`src/rtl/window3x3_gen_if.sv`:
```
// Pixel-in / window-out handshake bundle for window3x3_gen.
// slave = the window generator, master = the surrounding environment.
`timescale 1ns/1ps
interface window3x3_gen_if #(
    parameter int DW = 8
);
    logic            in_valid;
    logic            in_ready;
    logic [DW-1:0]   in_data;
    logic            win_valid;
    logic            win_ready;
    logic [9*DW-1:0] win_data;
    logic            frame_done;

    modport slave (
        input  in_valid, in_data, win_ready,
        output in_ready, win_valid, win_data, frame_done
    );

    modport master (
        output in_valid, in_data, win_ready,
        input  in_ready, win_valid, win_data, frame_done
    );
endinterface

```
`src/rtl/window3x3_gen.sv`:
```
// Raster pixel stream -> 3x3 sliding windows (no padding) using two line buffers.
// Define WINDOW3X3_GEN_STATS_EN to add win_count, a saturating count of consumed windows.
`timescale 1ns/1ps
module window3x3_gen #(
    parameter int DW    = 8,
    parameter int IMG_W = 8,
    parameter int IMG_H = 8
) (
    input  logic clk,
    input  logic rst,
    input  logic clear,
    window3x3_gen_if.slave bus
`ifdef WINDOW3X3_GEN_STATS_EN
    ,
    output logic [15:0] win_count
`endif
);
    localparam int CW = $clog2(IMG_W);
    localparam int RW = $clog2(IMG_H);
    localparam logic [0:0] S_FILL = 1'b0;
    localparam logic [0:0] S_RUN  = 1'b1;
    localparam logic [CW-1:0] COL_LAST = CW'(IMG_W - 1);
    localparam logic [RW-1:0] ROW_LAST = RW'(IMG_H - 1);

    logic [0:0]          state_q, state_d;
    logic [CW-1:0]       col_q, col_d;
    logic [RW-1:0]       row_q, row_d;
    logic                win_valid_q, win_valid_d;
    logic [8:0][DW-1:0]  win_q, win_d;
    logic                frame_done_q, frame_done_d;
    // Two most recent columns of the 3-row stripe, index 0 = top (row-2).
    logic [2:0][DW-1:0]  col1_q, col1_d, col2_q, col2_d;
    logic [2:0][DW-1:0]  col_new;

    logic [DW-1:0] lb0_mem [IMG_W];
    logic [DW-1:0] lb1_mem [IMG_W];

    logic accept, load, last_px;

    assign bus.in_ready   = (!win_valid_q || bus.win_ready) && !clear;
    assign accept         = bus.in_valid && bus.in_ready;
    assign last_px        = (row_q == ROW_LAST) && (col_q == COL_LAST);
    assign load           = accept && (state_q == S_RUN) && (col_q >= CW'(2));
    assign col_new        = {bus.in_data, lb1_mem[col_q], lb0_mem[col_q]};
    assign bus.win_valid  = win_valid_q;
    assign bus.win_data   = win_q;
    assign bus.frame_done = frame_done_q;

    always_comb begin
        state_d      = state_q;
        col_d        = col_q;
        row_d        = row_q;
        col1_d       = col1_q;
        col2_d       = col2_q;
        win_d        = win_q;
        win_valid_d  = win_valid_q;
        frame_done_d = 1'b0;

        if (accept) begin
            col2_d = col1_q;
            col1_d = col_new;
            if (col_q == COL_LAST) begin
                col_d = '0;
                row_d = last_px ? '0 : row_q + RW'(1);
            end else begin
                col_d = col_q + CW'(1);
            end
            if (last_px) begin
                state_d      = S_FILL;
                frame_done_d = 1'b1;
            end else if ((row_q == RW'(1)) && (col_q == COL_LAST)) begin
                state_d = S_RUN;
            end
        end

        // Consumption frees the slot; a same-cycle load refills it.
        if (bus.win_ready) win_valid_d = 1'b0;
        if (load) begin
            win_valid_d = 1'b1;
            for (int r = 0; r < 3; r++) begin
                win_d[3*r]   = col2_q[r];
                win_d[3*r+1] = col1_q[r];
                win_d[3*r+2] = col_new[r];
            end
        end

        if (clear) begin
            state_d      = S_FILL;
            col_d        = '0;
            row_d        = '0;
            win_valid_d  = 1'b0;
            frame_done_d = 1'b0;
        end
    end

    always_ff @(posedge clk or posedge rst) begin
        if (rst) begin
            state_q      <= S_FILL;
            col_q        <= '0;
            row_q        <= '0;
            win_valid_q  <= 1'b0;
            win_q        <= '0;
            frame_done_q <= 1'b0;
            col1_q       <= '0;
            col2_q       <= '0;
        end else begin
            state_q      <= state_d;
            col_q        <= col_d;
            row_q        <= row_d;
            win_valid_q  <= win_valid_d;
            win_q        <= win_d;
            frame_done_q <= frame_done_d;
            col1_q       <= col1_d;
            col2_q       <= col2_d;
        end
    end

    // Line buffers shift one row down per accepted pixel; rows 0/1 of each
    // frame overwrite them before RUN, so stale rows never reach a window.
    always_ff @(posedge clk) begin
        if (accept) begin
            lb0_mem[col_q] <= lb1_mem[col_q];
            lb1_mem[col_q] <= bus.in_data;
        end
    end

`ifdef WINDOW3X3_GEN_STATS_EN
    logic [15:0] win_count_q, win_count_d;

    always_comb begin
        win_count_d = win_count_q;
        if (clear) begin
            win_count_d = '0;
        end else if (win_valid_q && bus.win_ready && (win_count_q != 16'hFFFF)) begin
            win_count_d = win_count_q + 16'd1;
        end
    end

    always_ff @(posedge clk or posedge rst) begin
        if (rst) win_count_q <= '0;
        else     win_count_q <= win_count_d;
    end

    assign win_count = win_count_q;
`endif
endmodule

```
`src/flat_wrapper.sv`:
```
// flat-port wrapper written by rule: the top's interface ports become plain ports
module window3x3_gen_flat 
#(
    parameter int DW    = 8,
    parameter int IMG_W = 8,
    parameter int IMG_H = 8
)
  (clk, rst, clear, bus_in_valid, bus_in_data, bus_win_ready, bus_in_ready, bus_win_valid, bus_win_data, bus_frame_done);
  window3x3_gen_if #(.DW(DW)) bus_i ();
  input  logic clk;
  input  logic rst;
  input  logic clear;
  input wire logic [$bits(bus_i.in_valid)-1:0] bus_in_valid;
  input wire logic [$bits(bus_i.in_data)-1:0] bus_in_data;
  input wire logic [$bits(bus_i.win_ready)-1:0] bus_win_ready;
  output wire logic [$bits(bus_i.in_ready)-1:0] bus_in_ready;
  output wire logic [$bits(bus_i.win_valid)-1:0] bus_win_valid;
  output wire logic [$bits(bus_i.win_data)-1:0] bus_win_data;
  output wire logic [$bits(bus_i.frame_done)-1:0] bus_frame_done;
  assign bus_i.in_valid = bus_in_valid;
  assign bus_i.in_data = bus_in_data;
  assign bus_i.win_ready = bus_win_ready;
  assign bus_in_ready = bus_i.in_ready;
  assign bus_win_valid = bus_i.win_valid;
  assign bus_win_data = bus_i.win_data;
  assign bus_frame_done = bus_i.frame_done;
  window3x3_gen #(.DW(DW), .IMG_W(IMG_W), .IMG_H(IMG_H)) u_core (.clk(clk), .rst(rst), .clear(clear), .bus(bus_i));
endmodule
```
`config.mk`:
```
export PLATFORM = sky130hd
export DESIGN_NAME = window3x3_gen_flat
export DESIGN_NICKNAME = d
export VERILOG_FILES = /design/src/rtl/window3x3_gen_if.sv /design/src/rtl/window3x3_gen.sv /design/src/flat_wrapper.sv
export SDC_FILE = /design/constraint.sdc
export NUM_CORES = 1
export LEC_CHECK = 0
export CORE_MARGIN = 2
export CORE_UTILIZATION = 30
export DETAILED_ROUTE_END_ITERATION = 10
export GPL_TIMING_DRIVEN = 0
export SLEW_MARGIN = 10
export SYNTH_ARGS = -nofsm -noshare
export SYNTH_HDL_FRONTEND = slang
export SYNTH_SLANG_ARGS = --single-unit
```
`constraint.sdc`:
```
create_clock -name clk -period 8.42 [get_ports clk]
set_input_delay 1.684 -clock clk [delete_from_list [all_inputs] [get_ports clk]]
set_output_delay 1.684 -clock clk [all_outputs]
set_load 0.05 [all_outputs]
```
==> run summary, run 1 <==
Die Y -> 184 um
Warnings, synthesis -> 0
DR vias -> 5406
Worst Max-Slew Pin Slew -> 0.833 ns
initial core utilization -> 30.6%
startpoint types -> input port
Setup-failing EPs final -> 0
First-pass DRT Iterations -> 4
num ports -> 88
leading cell type by number of instances after synthesis -> dfrtp_1
most crowded layer after global routing -> met2
Switching Share -> 22.3%
hold_ws -> 0.471 ns
Die X -> 184 um
CP cell instances -> clkdlybuf4s50_1, nor2b_1, nor2_1, clkdlybuf4s50_1
CTS tree -> yes
status -> completed
clock network power share -> 46.3%
Worst EP arrival -> 3.22 ns
post-layout min period -> 4.91 ns
n_diodes -> 0
Non-Filler Instances -> 1166
global-route wire length before repair -> 33.4 mm
initial DRC count -> 380
Crit Path Class -> in2out
Max-slew headroom -> 44.0%
number of port buffers -> 86
core footprint -> 31700 um^2
Multi-input gate area -> 2490 um^2
CTS Buf Count -> 27
Distinct cells, synth -> 26
HP Class -> reg2reg
fraction of the cycle the final worst path needs -> 58.3%
Core Rows -> 65
PD cells -> 239 nW/um^2
highest clock rate -> 0.204 GHz
Critical Path Most Common Cell -> clkdlybuf4s50_1
CTS clk-pin slew, worst paths -> 0.06 ns
Post-Route WL -> 21.4 mm
largest net degree at the start of global routing -> 73
most area-hungry cell type in the Yosys netlist -> edfxtp_1
clock latency at the later pin of the worst-skew pair -> 0.55 ns
DP HPWL -> 14.7 mm
number of synthesized flops with an enable pin -> 128
syn avg cell area -> 15.8 um^2
initial antenna violation count -> 2
worst-path fanout max -> 3
DR vias/cell -> 4.64
full die area -> 33900 um^2
DP Area -> 11300 um^2
worst vdd ir -> 192 uV
total gr overflow -> 0
postcts setup bufs -> 0
Clock Sinks -> 257
Crit-path slowest cell -> clkdlybuf4s50_1
met2 usage -> 21.7%
Net count, final -> 762
Final Core Density -> 39.0%
pre-CTS setup slack -> 3.53 ns
crit-path max cell delay -> 0.71 ns
met3 GRT Util -> 2.58%
Critical Path Sink Type -> primary output
setup TNS -> 0 ns
Synth async-reset ratio -> 50.2%
Power, Total -> 2.96 mW
CTS H-tree lvls -> 1
met1 track demand over resource -> 17.3%
Synth-to-Final Area Change -> 27.3%
sequential share of power -> 47.7%
hold_buf cts -> 0
Routed wire per std cell -> 18.3 um
final hold vios -> 0
Reg area -> 7070 um^2
syn nets -> 633
filler cell count -> 2943
clock root buffer -> clkbuf_16
vias in the first global route -> 5639
mapped cell area -> 9720 um^2
Detail Route Antenna Nets -> 0
final clock skew -> 0.0269 ns
synth top area cells -> edfxtp_1, dfrtp_1, mux4_2
Final Max Slew Viols -> 0
Comb pwr share -> 6.0%
post_cts resized -> 0
Psw -> 660 uW
All-Layer GR Usage -> 12.9%
placed cells -> 1116
RSZ-0062 raised after global routing -> false
Synth Instances -> 614
ratio of cells with drive above 1 in the final layout -> 17.9%
share of the synthesized area in the top cell type -> 39.5%
sequential fraction of the synthesis area -> 72.8%
P_leak -> 5.03 nW
WP data required -> 6.74 ns
Pint -> 2.30 mW
Post-synth top cells -> dfrtp_1, edfxtp_1, nand2_1, mux2_1, mux4_2
Main synth FF type -> dfrtp_1
max-cap viol count -> 0
Final Cell Area -> 12400 um^2
DRC -> 0
placer congestion estimate -> 0.699
Yosys reg bits -> 257
final worst slack -> 3.51 ns
clock buffer depth -> 3
-- critical path, delay by kind of cell --
kind                   cells  cell delay [ns]
buffers and inverters      2             1.13
and+or+nand+nor            2             0.40
-- cell families (layout without fill, tap and decap cells) --
kind of cell,Yosys count,after routing,synth area share [%]
AOI/OAI and AO/OA,39,39,2.07
buffers and inverters,45,195,1.94
muxes,104,104,15.6
and+or+nand+nor,163,163,6.90
DFF,257,257,72.8
adders and majority gates,6,6,0.772
-- cell usage in the layout, fill, tap and decap left out, types with 12 or more instances in the layout --
cell type / synthesis / final
dfrtp_1: 129 / 129
edfxtp_1: 128 / 128
nand2_1: 120 / 120
clkdlybuf4s50_1: 0 / 86
mux2_1: 40 / 40
mux4_2: 32 / 32
clkbuf_16: 0 / 30
a21oi_1: 20 / 20
nor2_1: 22 / 19
o21ai_0: 17 / 17
buf_2: 16 / 16
mux2i_1: 16 / 16
mux2_2: 16 / 16
clkbuf_1: 13 / 14
inv_1: 13 / 12
-- final cells by class --
class | instances | share of cell area [%]
plain buffers | 32 | 1.13
well taps | 402 | 4.07
clock inverters | 16 | 2.16
multi-input cells | 312 | 20.1
flip-flops and latches | 257 | 57.2
repair buffers | 100 | 8.50
clock buffers | 34 | 6.38
inverters | 13 | 0.435
-- worst paths after layout --
path / start / to / slack [ns] / cells past startpoint
max in group asynchronous: rst / u_core.bus.win_data[43] / 6.12 / 3
min in group asynchronous: rst / u_core.state_q / 1.57 / 2
hold reg to reg: u_core.col2_q[11] / u_core.col2_q[11] / 0.47 / 2
setup / recovery: bus_win_ready / bus_in_ready / 3.51 / 4
setup reg to reg: u_core.col_q[0] / u_core.bus.win_data[42] / 5.76 / 8
hold / removal: u_core.col2_q[11] / u_core.col2_q[11] / 0.47 / 2
-- routing by layer --
layer / vias to the layer above / routed length [um]
li1: 2478 / -
met1: 2772 / 9760
met2: 119 / 10200
met3: 33 / 969
met4: 4 / 408
met5: - / 29
-- state kept, by name, summed over array words and instances (netlist names) --
| signal | count |
|---|---|
| u_core.bus.frame_done | 1 |
| u_core.bus.win_data | 72 |
| u_core.bus.win_valid | 1 |
| u_core.col1_q | 24 |
| u_core.col2_q | 24 |
| u_core.col_q | 3 |
| u_core.lb0_mem | 64 |
| u_core.lb1_mem | 64 |
| u_core.row_q | 3 |
| u_core.state_q | 1 |
-- power by group through the flow --
stage | Clock, mW | Combinational (mW) | Sequential [mW]
after global placement | 0 | 0.172 | 1.44
after floorplan | 0 | 0.0972 | 1.45
after CTS | 1.40 | 0.182 | 1.41
final | 1.37 | 0.178 | 1.41
after global routing | 1.45 | 0.198 | 1.42
after detailed placement | 0 | 0.181 | 1.44
Power figures use the tool's default switching activity.
==> run 2, diff against run 1 <==
clock period = 4.53 ns   (was 8.42 ns; I/O delays follow)
==> results of run 2 <==
Same layout as run 1 (identical final DEF). Status: completed.
Among the figures that moved: setup slack after placement 3.53 ns -> 0.935 ns; setup slack after layout 3.51 ns -> 1.18 ns; register-to-register setup slack 5.76 ns -> 1.87 ns; total power 2.96 mW -> 5.50 mW; worst IR drop on VDD 192 uV -> 356 uV
